File: config.mk
export PLATFORM = sky130hd
export DESIGN_NAME = reorder_buffer_flat
export DESIGN_NICKNAME = d
export VERILOG_FILES = /design/src/rtl/reorder_buffer_if.sv /design/src/rtl/reorder_buffer.sv /design/src/flat_wrapper.sv
export SDC_FILE = /design/constraint.sdc
export NUM_CORES = 1
export LEC_CHECK = 0
export ABC_AREA = 0
export CAP_MARGIN = 5
export CORE_ASPECT_RATIO = 1.2
export CORE_MARGIN = 3
export CORE_UTILIZATION = 26
export CTS_CLUSTER_SIZE = 12
export DETAILED_ROUTE_END_ITERATION = 12
export SYNTH_ARGS = -nofsm -noshare
export SYNTH_HDL_FRONTEND = slang
export SYNTH_SLANG_ARGS = --single-unit
File: constraint.sdc
create_clock -name clk -period 3.4 [get_ports clk]
set_input_delay 0.68 -clock clk [delete_from_list [all_inputs] [get_ports clk]]
set_output_delay 0.68 -clock clk [all_outputs]
set_load 0.05 [all_outputs]
File: src/rtl/reorder_buffer_if.sv
// Interface between the RAT, the ADD/MUL CDBs and the reorder buffer.
// ROB_DUAL_COMMIT_EN adds the second retire bus.
interface reorder_buffer_if #(
  parameter int TAG_W  = 3,
  parameter int DATA_W = 32,
  parameter int REG_W  = 3
);
  logic              RF_new_instr;
  logic              new_mul_a;
  logic              new_mul_b;
  logic [REG_W-1:0]  rd_a;
  logic [REG_W-1:0]  rd_b;
  logic [TAG_W-1:0]  alloc_tag_a;
  logic [TAG_W-1:0]  alloc_tag_b;
  logic              rob_ready;

  logic              add_cdb_valid;
  logic [TAG_W-1:0]  add_cdb_tag;
  logic [DATA_W-1:0] add_cdb_value;
  logic              mul_cdb_valid;
  logic [TAG_W-1:0]  mul_cdb_tag;
  logic [DATA_W-1:0] mul_cdb_value;

  logic              ROB_bus_trigger;
  logic [TAG_W-1:0]  ROB_bus_tag;
  logic [DATA_W-1:0] ROB_bus_value;
  logic [REG_W-1:0]  ROB_bus_rd;
  logic              rob_empty;
  logic              rob_error;
`ifdef ROB_DUAL_COMMIT_EN
  logic              ROB_bus_trigger_b;
  logic [TAG_W-1:0]  ROB_bus_tag_b;
  logic [DATA_W-1:0] ROB_bus_value_b;
  logic [REG_W-1:0]  ROB_bus_rd_b;
`endif

  modport master (
    output RF_new_instr, new_mul_a, new_mul_b, rd_a, rd_b,
    output add_cdb_valid, add_cdb_tag, add_cdb_value,
    output mul_cdb_valid, mul_cdb_tag, mul_cdb_value,
    input  alloc_tag_a, alloc_tag_b, rob_ready,
    input  ROB_bus_trigger, ROB_bus_tag, ROB_bus_value, ROB_bus_rd,
    input  rob_empty, rob_error
`ifdef ROB_DUAL_COMMIT_EN
    , input ROB_bus_trigger_b, ROB_bus_tag_b, ROB_bus_value_b, ROB_bus_rd_b
`endif
  );

  modport slave (
    input  RF_new_instr, new_mul_a, new_mul_b, rd_a, rd_b,
    input  add_cdb_valid, add_cdb_tag, add_cdb_value,
    input  mul_cdb_valid, mul_cdb_tag, mul_cdb_value,
    output alloc_tag_a, alloc_tag_b, rob_ready,
    output ROB_bus_trigger, ROB_bus_tag, ROB_bus_value, ROB_bus_rd,
    output rob_empty, rob_error
`ifdef ROB_DUAL_COMMIT_EN
    , output ROB_bus_trigger_b, ROB_bus_tag_b, ROB_bus_value_b, ROB_bus_rd_b
`endif
  );
endinterface

File: src/rtl/reorder_buffer.sv
// Circular in-order reorder buffer: dual allocation, ADD/MUL CDB completion, in-order retire.
// Define ROB_DUAL_COMMIT_EN to retire up to two entries per cycle.
module reorder_buffer #(
  parameter int DEPTH  = 8,
  parameter int TAG_W  = 3,
  parameter int DATA_W = 32,
  parameter int REG_W  = 3
) (
  input  logic            clk,
  input  logic            reset,
  reorder_buffer_if.slave rob_if
);
  localparam logic [TAG_W:0]   CNT_READY_MAX = (TAG_W+1)'(DEPTH - 2);
  localparam logic [TAG_W:0]   CNT_TWO       = (TAG_W+1)'(2);
  localparam logic [TAG_W-1:0] TAG_ONE       = TAG_W'(1);
  localparam logic [TAG_W-1:0] TAG_TWO       = TAG_W'(2);

  logic [DEPTH-1:0]  busy_q, busy_d;
  logic [DEPTH-1:0]  done_q, done_d;
  logic [DEPTH-1:0]  is_mul_q, is_mul_d;
  logic [REG_W-1:0]  rd_q    [DEPTH];
  logic [REG_W-1:0]  rd_d    [DEPTH];
  logic [DATA_W-1:0] value_q [DEPTH];
  logic [DATA_W-1:0] value_d [DEPTH];
  logic [TAG_W-1:0]  head_q, head_d;
  logic [TAG_W-1:0]  tail_q, tail_d;
  logic [TAG_W:0]    count_q, count_d;
  logic              error_q, error_d;
  logic              trig_q, trig_d;
  logic [TAG_W-1:0]  bus_tag_q, bus_tag_d;
  logic [DATA_W-1:0] bus_value_q, bus_value_d;
  logic [REG_W-1:0]  bus_rd_q, bus_rd_d;
`ifdef ROB_DUAL_COMMIT_EN
  logic              trig_b_q, trig_b_d;
  logic [TAG_W-1:0]  bus_tag_b_q, bus_tag_b_d;
  logic [DATA_W-1:0] bus_value_b_q, bus_value_b_d;
  logic [REG_W-1:0]  bus_rd_b_q, bus_rd_b_d;
  logic [TAG_W-1:0]  head_p1;
`endif

  logic [TAG_W-1:0] tail_p1;
  logic             ready_int;
  logic             alloc_ok;
  logic             retire_a, retire_b;
  logic [1:0]       n_retire;
  logic             add_ok, mul_ok, mul_clash;

  assign tail_p1   = tail_q + TAG_ONE;
  assign ready_int = (count_q <= CNT_READY_MAX);
  assign alloc_ok  = rob_if.RF_new_instr & ready_int;

  // Retire decisions look only at registered done bits: no same-cycle CDB bypass.
  assign retire_a = busy_q[head_q] & done_q[head_q];
`ifdef ROB_DUAL_COMMIT_EN
  assign head_p1  = head_q + TAG_ONE;
  assign retire_b = retire_a & busy_q[head_p1] & done_q[head_p1];
`else
  assign retire_b = 1'b0;
`endif
  assign n_retire = {1'b0, retire_a} + {1'b0, retire_b};

  assign add_ok    = rob_if.add_cdb_valid & busy_q[rob_if.add_cdb_tag] & ~done_q[rob_if.add_cdb_tag];
  assign mul_clash = rob_if.add_cdb_valid & rob_if.mul_cdb_valid & (rob_if.add_cdb_tag == rob_if.mul_cdb_tag);
  assign mul_ok    = rob_if.mul_cdb_valid & ~mul_clash & busy_q[rob_if.mul_cdb_tag] & ~done_q[rob_if.mul_cdb_tag];

  assign rob_if.rob_ready       = reset & ready_int;
  assign rob_if.rob_empty       = ~reset | (count_q == '0);
  assign rob_if.alloc_tag_a     = reset ? tail_q  : '0;
  assign rob_if.alloc_tag_b     = reset ? tail_p1 : TAG_ONE;
  assign rob_if.rob_error       = error_q;
  assign rob_if.ROB_bus_trigger = trig_q;
  assign rob_if.ROB_bus_tag     = bus_tag_q;
  assign rob_if.ROB_bus_value   = bus_value_q;
  assign rob_if.ROB_bus_rd      = bus_rd_q;
`ifdef ROB_DUAL_COMMIT_EN
  assign rob_if.ROB_bus_trigger_b = trig_b_q;
  assign rob_if.ROB_bus_tag_b     = bus_tag_b_q;
  assign rob_if.ROB_bus_value_b   = bus_value_b_q;
  assign rob_if.ROB_bus_rd_b      = bus_rd_b_q;
`endif

  always_comb begin
    busy_d      = busy_q;
    done_d      = done_q;
    is_mul_d    = is_mul_q;
    rd_d        = rd_q;
    value_d     = value_q;
    error_d     = error_q;
    trig_d      = 1'b0;
    bus_tag_d   = bus_tag_q;
    bus_value_d = bus_value_q;
    bus_rd_d    = bus_rd_q;
`ifdef ROB_DUAL_COMMIT_EN
    trig_b_d      = 1'b0;
    bus_tag_b_d   = bus_tag_b_q;
    bus_value_b_d = bus_value_b_q;
    bus_rd_b_d    = bus_rd_b_q;
`endif

    if (retire_a) begin
      trig_d         = 1'b1;
      bus_tag_d      = head_q;
      bus_value_d    = value_q[head_q];
      bus_rd_d       = rd_q[head_q];
      busy_d[head_q] = 1'b0;
      done_d[head_q] = 1'b0;
    end
`ifdef ROB_DUAL_COMMIT_EN
    if (retire_b) begin
      trig_b_d        = 1'b1;
      bus_tag_b_d     = head_p1;
      bus_value_b_d   = value_q[head_p1];
      bus_rd_b_d      = rd_q[head_p1];
      busy_d[head_p1] = 1'b0;
      done_d[head_p1] = 1'b0;
    end
`endif

    // A retiring entry is already done, so it can never also be a legal CDB target.
    if (add_ok) begin
      value_d[rob_if.add_cdb_tag] = rob_if.add_cdb_value;
      done_d[rob_if.add_cdb_tag]  = 1'b1;
    end
    if (mul_ok) begin
      value_d[rob_if.mul_cdb_tag] = rob_if.mul_cdb_value;
      done_d[rob_if.mul_cdb_tag]  = 1'b1;
    end
    if ((rob_if.add_cdb_valid & ~add_ok) | (rob_if.mul_cdb_valid & ~mul_ok))
      error_d = 1'b1;

    if (alloc_ok) begin
      busy_d[tail_q]    = 1'b1;
      done_d[tail_q]    = 1'b0;
      rd_d[tail_q]      = rob_if.rd_a;
      is_mul_d[tail_q]  = rob_if.new_mul_a;
      busy_d[tail_p1]   = 1'b1;
      done_d[tail_p1]   = 1'b0;
      rd_d[tail_p1]     = rob_if.rd_b;
      is_mul_d[tail_p1] = rob_if.new_mul_b;
    end else if (rob_if.RF_new_instr) begin
      error_d = 1'b1;
    end

    head_d  = head_q + TAG_W'(n_retire);
    tail_d  = alloc_ok ? (tail_q + TAG_TWO) : tail_q;
    count_d = count_q + (alloc_ok ? CNT_TWO : '0) - (TAG_W+1)'(n_retire);
  end

  always_ff @(posedge clk) begin
    if (!reset) begin
      busy_q      <= '0;
      done_q      <= '0;
      is_mul_q    <= '0;
      for (int i = 0; i < DEPTH; i++) begin
        rd_q[i]    <= '0;
        value_q[i] <= '0;
      end
      head_q      <= '0;
      tail_q      <= '0;
      count_q     <= '0;
      error_q     <= 1'b0;
      trig_q      <= 1'b0;
      bus_tag_q   <= '0;
      bus_value_q <= '0;
      bus_rd_q    <= '0;
`ifdef ROB_DUAL_COMMIT_EN
      trig_b_q      <= 1'b0;
      bus_tag_b_q   <= '0;
      bus_value_b_q <= '0;
      bus_rd_b_q    <= '0;
`endif
    end else begin
      busy_q      <= busy_d;
      done_q      <= done_d;
      is_mul_q    <= is_mul_d;
      rd_q        <= rd_d;
      value_q     <= value_d;
      head_q      <= head_d;
      tail_q      <= tail_d;
      count_q     <= count_d;
      error_q     <= error_d;
      trig_q      <= trig_d;
      bus_tag_q   <= bus_tag_d;
      bus_value_q <= bus_value_d;
      bus_rd_q    <= bus_rd_d;
`ifdef ROB_DUAL_COMMIT_EN
      trig_b_q      <= trig_b_d;
      bus_tag_b_q   <= bus_tag_b_d;
      bus_value_b_q <= bus_value_b_d;
      bus_rd_b_q    <= bus_rd_b_d;
`endif
    end
  end
endmodule
File: src/flat_wrapper.sv
// flat-port wrapper written by rule: the top's interface ports become plain ports
module reorder_buffer_flat 
#(
  parameter int DEPTH  = 8,
  parameter int TAG_W  = 3,
  parameter int DATA_W = 32,
  parameter int REG_W  = 3
)
  (clk, reset, rob_if_RF_new_instr, rob_if_new_mul_a, rob_if_new_mul_b, rob_if_rd_a, rob_if_rd_b, rob_if_add_cdb_valid, rob_if_add_cdb_tag, rob_if_add_cdb_value, rob_if_mul_cdb_valid, rob_if_mul_cdb_tag, rob_if_mul_cdb_value, rob_if_alloc_tag_a, rob_if_alloc_tag_b, rob_if_rob_ready, rob_if_ROB_bus_trigger, rob_if_ROB_bus_tag, rob_if_ROB_bus_value, rob_if_ROB_bus_rd, rob_if_rob_empty, rob_if_rob_error);
  reorder_buffer_if #(.TAG_W(TAG_W), .DATA_W(DATA_W), .REG_W(REG_W)) rob_if_i ();
  input  logic clk;
  input  logic reset;
  input wire logic [$bits(rob_if_i.RF_new_instr)-1:0] rob_if_RF_new_instr;
  input wire logic [$bits(rob_if_i.new_mul_a)-1:0] rob_if_new_mul_a;
  input wire logic [$bits(rob_if_i.new_mul_b)-1:0] rob_if_new_mul_b;
  input wire logic [$bits(rob_if_i.rd_a)-1:0] rob_if_rd_a;
  input wire logic [$bits(rob_if_i.rd_b)-1:0] rob_if_rd_b;
  input wire logic [$bits(rob_if_i.add_cdb_valid)-1:0] rob_if_add_cdb_valid;
  input wire logic [$bits(rob_if_i.add_cdb_tag)-1:0] rob_if_add_cdb_tag;
  input wire logic [$bits(rob_if_i.add_cdb_value)-1:0] rob_if_add_cdb_value;
  input wire logic [$bits(rob_if_i.mul_cdb_valid)-1:0] rob_if_mul_cdb_valid;
  input wire logic [$bits(rob_if_i.mul_cdb_tag)-1:0] rob_if_mul_cdb_tag;
  input wire logic [$bits(rob_if_i.mul_cdb_value)-1:0] rob_if_mul_cdb_value;
  output wire logic [$bits(rob_if_i.alloc_tag_a)-1:0] rob_if_alloc_tag_a;
  output wire logic [$bits(rob_if_i.alloc_tag_b)-1:0] rob_if_alloc_tag_b;
  output wire logic [$bits(rob_if_i.rob_ready)-1:0] rob_if_rob_ready;
  output wire logic [$bits(rob_if_i.ROB_bus_trigger)-1:0] rob_if_ROB_bus_trigger;
  output wire logic [$bits(rob_if_i.ROB_bus_tag)-1:0] rob_if_ROB_bus_tag;
  output wire logic [$bits(rob_if_i.ROB_bus_value)-1:0] rob_if_ROB_bus_value;
  output wire logic [$bits(rob_if_i.ROB_bus_rd)-1:0] rob_if_ROB_bus_rd;
  output wire logic [$bits(rob_if_i.rob_empty)-1:0] rob_if_rob_empty;
  output wire logic [$bits(rob_if_i.rob_error)-1:0] rob_if_rob_error;
  assign rob_if_i.RF_new_instr = rob_if_RF_new_instr;
  assign rob_if_i.new_mul_a = rob_if_new_mul_a;
  assign rob_if_i.new_mul_b = rob_if_new_mul_b;
  assign rob_if_i.rd_a = rob_if_rd_a;
  assign rob_if_i.rd_b = rob_if_rd_b;
  assign rob_if_i.add_cdb_valid = rob_if_add_cdb_valid;
  assign rob_if_i.add_cdb_tag = rob_if_add_cdb_tag;
  assign rob_if_i.add_cdb_value = rob_if_add_cdb_value;
  assign rob_if_i.mul_cdb_valid = rob_if_mul_cdb_valid;
  assign rob_if_i.mul_cdb_tag = rob_if_mul_cdb_tag;
  assign rob_if_i.mul_cdb_value = rob_if_mul_cdb_value;
  assign rob_if_alloc_tag_a = rob_if_i.alloc_tag_a;
  assign rob_if_alloc_tag_b = rob_if_i.alloc_tag_b;
  assign rob_if_rob_ready = rob_if_i.rob_ready;
  assign rob_if_ROB_bus_trigger = rob_if_i.ROB_bus_trigger;
  assign rob_if_ROB_bus_tag = rob_if_i.ROB_bus_tag;
  assign rob_if_ROB_bus_value = rob_if_i.ROB_bus_value;
  assign rob_if_ROB_bus_rd = rob_if_i.ROB_bus_rd;
  assign rob_if_rob_empty = rob_if_i.rob_empty;
  assign rob_if_rob_error = rob_if_i.rob_error;
  reorder_buffer #(.DEPTH(DEPTH), .TAG_W(TAG_W), .DATA_W(DATA_W), .REG_W(REG_W)) u_core (.clk(clk), .reset(reset), .rob_if(rob_if_i));
endmodule
======== After elaboration in Yosys (flattened, before gate mapping) ========
Index checks and enable logic that the tools add are counted.
word-level totals
  flip-flop bits (word level) ............. 346
  input bits .............................. 83
  output and inout port bits .............. 48
operators by class
  add/subtract/negate cells ............... 5
  $lt $le $gt $ge ......................... 20
  equal/unequal tests ..................... 1
  multiplexer cells ....................... 55
  bitwise operators ....................... 36
  reduce and logical (&&, ||, !) cells .... 10
operators by type and width
  kind                                                 number
  bitwise mux 256 bit                                  2
  two-way mux 256 bit                                  2
  demux 32 bit (select 3 bit)                          2
  two-way mux 32 bit                                   4
  binary-select mux 32 bit (select 3 bit)              1
  bitwise mux 24 bit                                   2
  two-way mux 8 bit                                    6
  bitwise AND 8 bit                                    4
  bitwise OR 8 bit                                     4
  NOT 8 bit                                            3
  >= comparator 4 bit, second input constant           5
  < comparator 3 x 4 -> 1 bit, second input constant   5
  NOT 3 -> 4 bit                                       5
  binary-select mux 1 bit (select 3 bit)               6
  demux 3 bit (select 3 bit)                           2
  two-way mux 3 bit                                    6
  < comparator 4 x 1 -> 1 bit, second input constant   4
  demux 1 bit (select 3 bit)                           5
  >= comparator 3 x 1 -> 1 bit, second input constant  5
  two-way mux 1 bit                                    15
  bitwise AND 1 bit                                    12
  binary-select mux 3 bit (select 3 bit)               1
  logical AND 1 bit                                    9
  NOT 1 bit                                            6
  10 further kinds                                     11

======== Longest topological paths before layout ========
  word-level depth ........................ 14
  depth in mapped cells ................... 13
  depth with buffers taken out ............ 12

======== Worst setup path before layout ========
No wires, ideal clock.
  path kind ............................... input -> output
  start point ............................. input port reset
  end point ............................... output port rob_if_alloc_tag_b[1]
  arrival time ............................ 2.148 ns
  slack ................................... 0.572 ns
  stages on the path ...................... 5
  path buffers ............................ 3
  path through ............................ inv_2 -> clkbuf_1 -> buf_1 -> nor2_1 -> buf_4
on the way
  word-level cells in the longest chain between the ends .. 1
ends and longest elaborated chain
  item               RTL line              source
  from (decl)        flat_wrapper.sv:12    input logic reset;
  two-way mux 3 bit  reorder_buffer.sv:69  assign rob_if.alloc_tag_b = reset ? tail_p1 : TAG_ONE;
  to (decl)          flat_wrapper.sv:25    output wire logic [$bits(rob_if_i.alloc_tag_b)-1:0] rob_if_alloc_tag_b;
No other way between the ends.

======== Final worst setup path ========
  start point ............................. register u_core.count_q[3]
  end point ............................... output port rob_if_rob_ready
on the way
  word-level cells in the longest chain between the ends .. 2
ends and longest elaborated chain
  item                                     RTL line               source
  from (decl)                              reorder_buffer.sv:27   logic [TAG_W:0] count_q, count_d;
  from (signal assigned)                   reorder_buffer.sv:180  count_q <= count_d;
  less-or-equal comparator 4 x 3 -> 1 bit  reorder_buffer.sv:49   assign ready_int = (count_q <= CNT_READY_MAX);
  bitwise AND 1 bit                        reorder_buffer.sv:66   assign rob_if.rob_ready = reset & ready_int;
  to (decl)                                flat_wrapper.sv:26     output wire logic [$bits(rob_if_i.rob_ready)-1:0] rob_if_rob_ready;
No other way between the ends.

==> out/results.txt <==
die area: 71500 sq um
Synth Net Count: 2247
Slew @ Worst Pin: 1.34 ns
post-synthesis xor/xnor area fraction: 0.00338
Area Growth Syn to Fin: 21.9%
total power: 9690 uW
final setup violation count: 0
Most used DFF post-synth: dfxtp_1
Slew HR: 0.104
R2R cell count: 9
Hold Fails Final Rpt: 0
total iterations of the first detailed-routing run: 6
GP Congestion: 0.864
layout cells sized above 1: 0.114
synthesized flop and latch total: 345
most used cell, CP: inv_1
clk sinks: 345
Post-Syn Area per Cell: 8.25 sq um
Critical path buffers and inverters: 3
initial antenna violation count: 9
Row Count: 104
hold depth: 2
I/O Buffers: 126
sequential share of the synthesized area: 0.389
Setup Skew: 0.0218 ns
largest net degree at the start of global routing: 127
H-Tree Depth: 2
Crit path max-delay family: simple AND/OR/NAND/NOR gates
Reg2Reg Setup Slack: 0.69 ns
mux cell area share after synthesis: 0.0416
critical path peak fanout: 4
EDFF count, synth: 0
Stages on worst setup path: 7
Startpoint Class: flop
DR vias/cell: 6.01
die height: 292 um
Clock Tree Buf Depth: 3
Setup TNS: 0 ns
Post-DRT Antenna Nets: 0
pwr dens: 448 nW/um^2
asr flop ratio synth: 0
RSZ-0062 raised after global routing: no
largest family of logic cells by synthesized area: compound AO/OA/AOI/OAI gates
max incr delay on CP: 0.40 ns
Crit Path Class: reg -> out
final worst path period share: 0.807
CTS tree: yes
fin util: 0.321
clock slew at reported path FFs: 0.06 ns
status: complete, no violations
vias in the first global route: 18500
Pleak: 0.00759 uW
drt first-iter violations: 2105
slowest CP cell: dfxtp_1
Die W: 245 um
Max Cap Viol: 0
core area: 67400 sq um
cell count after synthesis: 2152
post-CTS setup buffers: 0
TritonCTS buffer count: 38
Slew Viols, Final: 0
crit path time final: 2.74 ns
CTS resizes: 0
Post-Synth Adder-Cell Area: 0.00887
post-synthesis simple-gate area fraction: 0.204
synthesized cell area: 17800 sq um
Min Hold Slack: 0.457 ns
Hold Startpoint: u_core.rd_q[6]
CP arrival: 2.06 ns
final routed DRC violation total: 0
routed len/inst: 25.6 um
Hold EP: u_core.rd_q[6]
fmax: 364 MHz
peak supply drop: 0.000261 V
fill cell count: 6983
crit-path cells: inv_1 > ha_1 > and3_1 > a21oi_1 > inv_1 > nor2_1 > buf_12
WP data required: 2.72 ns
CTS root buf: clkbuf_16
vias: 18800
Synth Area in Compound Gates: 0.280
GRT overflow: 0
Worst R2R Start: u_core.head_q[0]
Min-Delay Path Class: reg -> reg
Final HPWL DP: 48.0 mm
warnings from Yosys: 0
Synth cell types: 76
IO Pins: 131
Initial Utilization: 0.264
first-pass GRT wire length: 118 mm
Routed WL: 80.1 mm
total track usage: 0.215
Final #Nets: 2292
Clk Latency, worst-skew pair: 0.54 ns
Hold-fix buffers, CTS: 0
nature of the critical path endpoint: primary output
FF-to-FF End: u_core.head_q[2]
-- where the power goes --
part / total, uW / leakage, uW / switching (uW) / internal (uW)
logic: 1220 / 0.00419 / 793 / 422
clock network: 4250 / 0.000614 / 1750 / 2500
registers: 4230 / 0.00279 / 79.8 / 4150
-- cells in the final DEF (no fill, tap or decap), types with 9 or more instances in the layout --
cell type / netlist / routed
a21oi_1: 73 / 72
dfxtp_1: 345 / 342
ha_1: 11 / 11
a221o_1: 67 / 67
a221oi_1: 110 / 110
mux2i_1: 16 / 16
nand4_1: 9 / 9
buf_12: 0 / 30
a31oi_1: 72 / 72
o221ai_1: 36 / 36
o21ai_0: 214 / 214
nor2_1: 124 / 124
buf_4: 15 / 91
o211a_1: 11 / 11
inv_1: 56 / 56
clkbuf_16: 0 / 39
a211oi_1: 11 / 11
clkdlybuf4s50_1: 0 / 118
and3_1: 68 / 68
nor2b_1: 42 / 42
nand2b_1: 38 / 38
or4_1: 36 / 36
mux2_2: 30 / 30
a22oi_1: 22 / 22
nand3_1: 95 / 95
nand2_1: 255 / 255
mux4_2: 10 / 10
a22o_1: 20 / 20
a311oi_1: 17 / 17
nor4_1: 26 / 26
-- registers in the layout (all words and copies together) (netlist names) --
signal and count:
u_core.rob_if.rob_error 1, u_core.rob_if.ROB_bus_tag 3, u_core.rob_if.ROB_bus_rd 3, u_core.rd_q 24, u_core.rob_if.ROB_bus_value 32, u_core.count_q 4, u_core.tail_q 2, u_core.value_q 256
u_core.head_q 3, u_core.done_q 8, u_core.busy_q 8, u_core.rob_if.ROB_bus_trigger 1
-- synth_stat cells (all sizes together), types with 67 or more instances --
cell,n,share of area
and3,68,0.024
nand3,96,0.027
clkbuf,153,0.032
a221o,67,0.038
o21ai,216,0.061
nor2,124,0.026
buf,83,0.028
a221oi,110,0.054
a31oi,72,0.025
nand2,255,0.054
dfxtp,345,0.39
a21oi,73,0.021
-- worst max-delay path by stage --
stage	start	endpoint	slack, ns
after floorplan	reset	rob_if_alloc_tag_b[1]	0.57
after global placement	rob_if_add_cdb_tag[1]	u_core.value_q[57]	0.22
after detailed placement	rob_if_add_cdb_tag[1]	u_core.value_q[60]	0.19
after CTS	u_core.count_q[3]	rob_if_rob_ready	0.63
after global routing	u_core.count_q[3]	rob_if_rob_ready	0.55
final	u_core.count_q[3]	rob_if_rob_ready	0.66
-- stage by stage --
step / area [sq um] / setup slack [ns] / std cells
2_1_floorplan: 17800 / 0.572 / 2152
3_3_place_gp: 20400 / 0.216 / 3058
3_5_place_dp: 20400 / 0.193 / 3058
4_1_cts: 21600 / 0.632 / 3122
5_1_grt: 21600 / 0.547 / 3124
6_report: 21600 / 0.656 / 3126
-- worst min-delay path, cell delays in order, from the launching register on --
cell and delay [ns]:
dfxtp_1 0.31, nand2_1 0.05, a21oi_1 0.05
-- area by class of cell --
class	count	area (sq um)	area share
Multi-Input combinational cell	1511	9650	0.446
Sequential cell	345	6910	0.319
Timing Repair Buffer	241	2480	0.115
Tap cell	901	1130	0.0521
Clock buffer	55	1120	0.0516
Inverter	60	225	0.0104
Clock inverter	9	124	0.00572
Antenna cell	4	10.0	0.000462
-- cells by family after synthesis --
group / after synthesis
adder cells (fa/ha/maj): 12
AO/OA/AOI/OAI: 702
buffers and inverters: 296
multiplexers: 57
AND/OR/NAND/NOR: 732
XOR/XNOR: 6
flip-flops: 345
other: 2
-- metal layers --
| metal | GRT usage | up-vias | share of wire |
|---|---|---|---|
| met5 | 0 | - | 0.00077 |
| met4 | 0.143 | 10 | 0.072 |
| met3 | 0.0539 | 349 | 0.11 |
| met2 | 0.347 | 1333 | 0.46 |
| met1 | 0.253 | 8972 | 0.37 |
| li1 | - | 8126 | - |
Note: power is estimated with default switching activity, not from simulation.
